### src/rtl/regsfile_mp.sv
// Multi-port register file with write-through bypass, per-register pending
// scoreboard and a one-register-per-cycle clear sweep after reset.
module regsfile_mp #(
  parameter int DATA_W = 32,
  parameter int ADDR_W = 5,
  parameter int NRD    = 2
) (
  input  logic                  clk,
  input  logic                  rst,
  input  logic                  we0,
  input  logic [ADDR_W-1:0]     waddr0,
  input  logic [DATA_W-1:0]     wdata0,
  input  logic                  we1,
  input  logic [ADDR_W-1:0]     waddr1,
  input  logic [DATA_W-1:0]     wdata1,
  input  logic [NRD-1:0]        re,
  input  logic [NRD*ADDR_W-1:0] raddr,
  output logic [NRD*DATA_W-1:0] rdata,
  input  logic                  sb_set,
  input  logic [ADDR_W-1:0]     sb_addr,
  output logic [NRD-1:0]        busy,
  output logic                  init_busy
);

  localparam int DEPTH = 2 ** ADDR_W;

  typedef enum logic {INIT, RUN} state_t;

  state_t              state, state_nx;
  logic [ADDR_W-1:0]   clr_cnt;
  logic [DATA_W-1:0]   mem [DEPTH];
  logic [DEPTH-1:0]    pending, pending_nx;
  logic                active;
  logic                wr0, wr1, wr1_store, sb_v;

  // A reset cycle in RUN already behaves as INIT so nothing leaks while rst is high.
  assign active    = (state == RUN) && !rst;
  assign init_busy = !active;

  assign wr0       = active && we0 && (waddr0 != '0);
  assign wr1       = active && we1 && (waddr1 != '0);
  assign wr1_store = wr1 && !(wr0 && (waddr0 == waddr1));
  assign sb_v      = active && sb_set && (sb_addr != '0);

  always_comb begin
    state_nx = state;
    if (state == INIT && clr_cnt == '1)
      state_nx = RUN;
  end

  always_ff @(posedge clk) begin
    if (rst) begin
      state   <= INIT;
      clr_cnt <= '0;
      pending <= '0;
    end else begin
      state   <= state_nx;
      pending <= pending_nx;
      if (state == INIT)
        clr_cnt <= clr_cnt + 1'b1;
    end
  end

  always_ff @(posedge clk) begin
    if (state == INIT) begin
      mem[clr_cnt] <= '0;
    end else begin
      if (wr0)
        mem[waddr0] <= wdata0;
      if (wr1_store)
        mem[waddr1] <= wdata1;
    end
  end

  // Clears apply before the set so a new producer issued alongside a write stays pending.
  always_comb begin
    pending_nx = pending;
    if (wr0)
      pending_nx[waddr0] = 1'b0;
    if (wr1)
      pending_nx[waddr1] = 1'b0;
    if (sb_v)
      pending_nx[sb_addr] = 1'b1;
    pending_nx[0] = 1'b0;
  end

  for (genvar g = 0; g < NRD; g++) begin : g_rd
    logic [ADDR_W-1:0] ra;
    logic              live, hit0, hit1;

    assign ra   = raddr[g*ADDR_W +: ADDR_W];
    assign live = active && re[g] && (ra != '0);
    assign hit0 = wr0 && (waddr0 == ra);
    assign hit1 = wr1 && (waddr1 == ra);

    assign rdata[g*DATA_W +: DATA_W] = !live ? '0 :
                                       hit0  ? wdata0 :
                                       hit1  ? wdata1 : mem[ra];
    assign busy[g] = live && pending[ra] && !hit0 && !hit1;
  end

endmodule

### config.mk
export PLATFORM = sky130hd
export DESIGN_NAME = regsfile_mp
export DESIGN_NICKNAME = d
export VERILOG_FILES = /design/src/rtl/regsfile_mp.sv
export SDC_FILE = /design/constraint.sdc
export NUM_CORES = 2
export LEC_CHECK = 0
export BUFFER_PORTS_ARGS = -buffer_cell sky130_fd_sc_hd__buf_4
export CORE_UTILIZATION = 50
export DETAILED_ROUTE_END_ITERATION = 7
export GPL_TIMING_DRIVEN = 0
export PLACE_DENSITY = 0.66
export SLEW_MARGIN = 20
export SYNTH_ARGS = -nofsm -noshare
export SYNTH_HDL_FRONTEND = slang
export SYNTH_SLANG_ARGS = --single-unit
### constraint.sdc
create_clock -name clk -period 5.8 [get_ports clk]
set_clock_uncertainty 0.1 [all_clocks]
set_input_delay 0.58 -clock clk [delete_from_list [all_inputs] [get_ports clk]]
set_output_delay 0.58 -clock clk [all_outputs]
set_load 0.005 [all_outputs]
* Word-level counts from Yosys, hierarchy flattened
Memories as Yosys holds them, arrays and structs flattened. Cells that the tools add are included.
Word-level totals: flip-flop bits (word level) 38, bits in writable memories 1024, input bits 96, word-level logic and storage cells 95, memories kept 1
Operators by class: $add $sub $neg 1, $lt $le $gt $ge 8, eq/ne operators 6, multiplexer cells 29, bitwise operators 6, reductions and logical operators 40
Memories:
- mem | words 32, bits a word 32, read ports 2, clocked after Yosys merged registers in 0, write ports 2, RTL line 31 | logic [DATA_W-1:0] mem [DEPTH];
Operators by type and width (number):
- 32-bit two-way mux | 10
- 32-bit AND | 2
- 32-bit NOT | 2
- 32-bit bitwise OR | 1
- 32-bit OR reduction | 1
- 5-bit by 6-bit less-than comparator with 1-bit output, second input constant | 5
- 1-bit logical AND | 27
- 5-bit equality test | 5
- 5-bit nonzero test | 5
- 1-bit demux with 5-bit select | 3
- 5-bit by 1-bit >= comparator with 1-bit output, second input constant | 3
- 1-bit two-way mux | 13
- 1-bit binary-select mux with 5-bit select | 2
- 1-bit zero test | 7
- 5-bit by 1-bit adder with 5-bit output, second input constant | 1
- 5-bit equality test, second input constant | 1
- 5-bit two-way mux | 1
- 1-bit NOT | 1

* Longest topological paths before layout
word-level depth 11, mapped depth 11, depth with buffers taken out 5

* Least setup slack after synthesis
Ideal clock, no wire load.
kind input to register, from in waddr0[3], to mem mem[12][0], enable pin, arrival 3.595 ns, path slack 1.677 ns, stages on the path 10, path buffers 5, path through buf_2 > nor2_1 > a21oi_1 > buf_2 > buf_2 > buf_2 > buf_2 > nor3_1 > a31oi_1 > o21bai_1
RTL lines:
- start, declared | RTL line 11 | input logic [ADDR_W-1:0] waddr0,
- end, declared | RTL line 31

* Worst setup path in the final report
from in raddr[7], to out rdata[53]
On the way: cells in the longest elaborated chain, start to end 5
Ends and longest elaborated chain:
- start, declared | RTL line 17 | input logic [NRD*ADDR_W-1:0] raddr,
- parallel branches: the longest is 4 deep, another holds memory read 32 x 32 bit
- 32-bit two-way mux (*) | RTL line 96 | assign rdata[g*DATA_W +: DATA_W] = !live ? '0 :
- end, declared | RTL line 18 | output logic [NRD*DATA_W-1:0] rdata,
Every way passes the cells marked *.

==> out/results.tsv <==
stage	metric	value	unit
outcome	outcome	finished, violations left	
outcome	failing checks	negative setup slack	
setup_path	arrival time worst endpoint	5480	ps
cts	CTS tree	done	
floorplanning	I/O pin total	163	
placed_design	RD Place Congestion	1.116	
finish	Area Overhead vs Synth	14.73	%
sta	period utilization	1.062	
placed_design	PortBufs	130	
setup_path	Worst Setup End Kind	primary output	
sta	Setup WS post-layout	-362.4	ps
cts	Clock transition at path regs	70	ps
routing	Antenna Violating Nets Remaining	0	
yosys	flip-flop and latch count after synthesis	1061	
floorplanning	core box area	120400	um2
setup_path	Setup CP Type	in -> out	
setup_path	worst path required time	5120	ps
power_and_ir_drop	Comb power frac	0.095	
yosys	post-synthesis sequential area ratio	0.5157	
power_and_ir_drop	sw frac	0.2626	
finish	multi-input logic area	27090	um2
floorplanning	Die Area	123500	um2
power_and_ir_drop	Pwr per Cell Area	255.0	nW/um2
floorplanning	Initial Util	0.5069	
sta	Worst Hold Margin	3.376	ps
global_routing	gr ovfl total	0	
power_and_ir_drop	Internal	13.17	mW
yosys	Cell variety after synth	59	
sta	Worst-Margin Slew	1393	ps
global_routing	gr usage total	0.5427	
routing	TritonRoute pass-1 iters	7	
sta	Final Hold Fails	0	
cts	Setup Fix Bufs, Post-CTS	0	
sta	RSZ-0062 raised after global routing	yes	
global_routing	global-route wire length before repair	439.4	mm
yosys	number of synthesized flops with an enable pin	1024	
placed_design	HPWL Detailed	254.4	mm
routing	via/cell ratio	7.664	
cts	CTS Buffer Depth	3	
finish	layout cells sized above 1	0.2251	
global_routing	vias in the first global route	50740	
power_and_ir_drop	Overall Power	17.86	mW
finish	Final #Nets	5549	
yosys	most common cell in the synthesized netlist	nand2_1	
routing	via count	55000	
yosys	area leader, netlist	edfxtp_1	
finish	Seq. cell area	31490	um2
finish	Layout Cells excl Fill	7177	
cts	Root Driver	clkbuf_16	
yosys	Synth Net Count	5232	
sta	crit path time final	6162	ps
yosys	Main synth FF type	edfxtp_1	
cts	H-tree depth	3	
yosys	Avg Cell Area, Syn	11.89	um2
power_and_ir_drop	Clk pwr share	0.434	
yosys	Yosys top cell area share	0.5036	
finish	Final Util	0.5816	
power_and_ir_drop	Seq pwr share	0.471	
sta	Final Setup Violations	17	
yosys	Synth warnings	0	
sta	Final Max Slew Viols	0	
routing	DRT iter0 DRCs	10870	
power_and_ir_drop	LEAKAGE	21.00	nW
floorplanning	Die Wd	351.5	um
cts	CTS buffer count	117	
power_and_ir_drop	VDD IR-drop max	0.0002813	V
run	max_cap viols	0	
routing	Routed WL per cell	46.92	um
power_and_ir_drop	Sw Pwr	4.690	mW
yosys	share of synthesized registers carrying an async set or reset	0	
sta	Slew headroom	0.07165	
global_routing	pin count of the biggest net entering global routing	19	
yosys	Post-synth top cells	nand2_1, edfxtp_1, o21ai_0	
routing	drt drc	0	
min_path	HP Class	in -> reg	
sta	Peak Freq	0.1623	GHz
cts	clk_lat worst skew	790	ps
placed_design	placed cells	6943	
routing	final WL	336.7	mm
yosys	post-synthesis cell area	61060	um2
cts	hold buffers post-CTS	0	
setup_path	CP max FO	10	
floorplanning	# rows	127	
yosys	Mapped Cells	5134	
global_routing	antenna violations before repair	30	
finish	# fillers	10020	
yosys	Synth area leaders	edfxtp_1, mux4_2, o21ai_0	
setup_path	Reg2Reg Setup Slack	610	ps
setup_path	CP Launch Type	input port	
floorplanning	Die Y	351.5	um
cts	clock sink count	1061	
[through the flow]
stage / cell area [um2] / setup slack (ps) / TNS [ps]
6_report: 70050 / -362.4 / -1678
2_1_floorplan: 61060 / 1677 / 0
3_5_place_dp: 66070 / -89.85 / -89.85
4_1_cts: 69890 / 25.22 / 0
5_1_grt: 70030 / -16.58 / -16.58
3_3_place_gp: 64050 / -1729 / -1343520
[worst paths after layout]
path               start           to  cells past startpoint
max             raddr[7]    rdata[53]                     11
min           sb_addr[3]  pending[25]                      3
max reg2reg        state  mem[26][16]                     10
min reg2reg  pending[26]  pending[26]                      2
[per-layer routing]
metal  wire [um]  up-vias  track usage
li1            -    20420            -
met1      105800    27020       0.6536
met2      134600     6095       0.7372
met3       56850     1452       0.2244
met4       39010       18       0.4949
met5         506        -      0.01491
[flip-flops by register name, summed over array words and instances, names as in the netlist]
name,count
mem,1024
pending,31
state,1
clr_cnt,5
[power groups by stage]
stage / combinational, mW / sequential [mW] / clock [mW]
floorplan: 0.815 / 8.56 / 0
global placement: 1.51 / 8.58 / 0
detailed placement: 1.58 / 8.58 / 0
CTS: 1.58 / 8.42 / 7.61
global route: 1.65 / 8.42 / 7.86
finish: 1.70 / 8.42 / 7.75
[cells by family (layout without fill, tap and decap cells)]
logic type | count (synthesis) | in the layout | synth area share
multiplexers | 593 | 593 | 0.2083
XOR/XNOR | 27 | 27 | 0.003873
AO/OA/AOI/OAI | 1453 | 1453 | 0.1349
adder cells (fa/ha/maj) | 2 | 2 | 0.0004098
buffers and inverters | 715 | 1133 | 0.05053
other | 0 | 13 | 0
AND/OR/NAND/NOR | 1283 | 1283 | 0.08619
flip-flops | 1061 | 1061 | 0.5157
[cell usage in the layout (no fill, tap or decap), types with 28 or more instances in the layout]
master,n
buf_4,166
edfxtp_1,1024
dfxtp_1,37
nor4_1,46
buf_2,182
a21oi_1,39
clkbuf_2,40
clkinv_1,33
o21ai_0,992
clkbuf_16,119
inv_1,44
clkbuf_1,398
o22ai_1,204
buf_12,30
nand3_1,44
mux4_2,541
o21bai_4,31
mux2i_1,51
o2bb2ai_1,43
o221ai_1,30
buf_16,28
nand2_1,1067
[layout make-up]
type / count / share of cell area
clock buffer: 135 / 0.04337
multi-input combinational: 3358 / 0.3866
inverter: 44 / 0.002358
clock inverter: 85 / 0.01120
sequential: 1061 / 0.4495
timing repair buffer: 198 / 0.03526
antenna: 13 / 0.0004644
tap: 1612 / 0.02879
buffer: 671 / 0.04240
[critical path: stages]
cell and delay [ps]:
buf_4 160, buf_2 600, buf_2 480, buf_2 570
nand3b_1 720, clkbuf_2 650, o22ai_1 850, nor4_2 290
nand3_1 170, o311ai_0 160, buf_4 180
[timing repair]
action / in CTS / in global routing
resized for setup: 1 / 9
setup endpoints to repair: 1 / 7
pin swaps: 0 / 1
endpoints found under the hold margin: 0 / 0
Power figures use the tool's default switching activity.
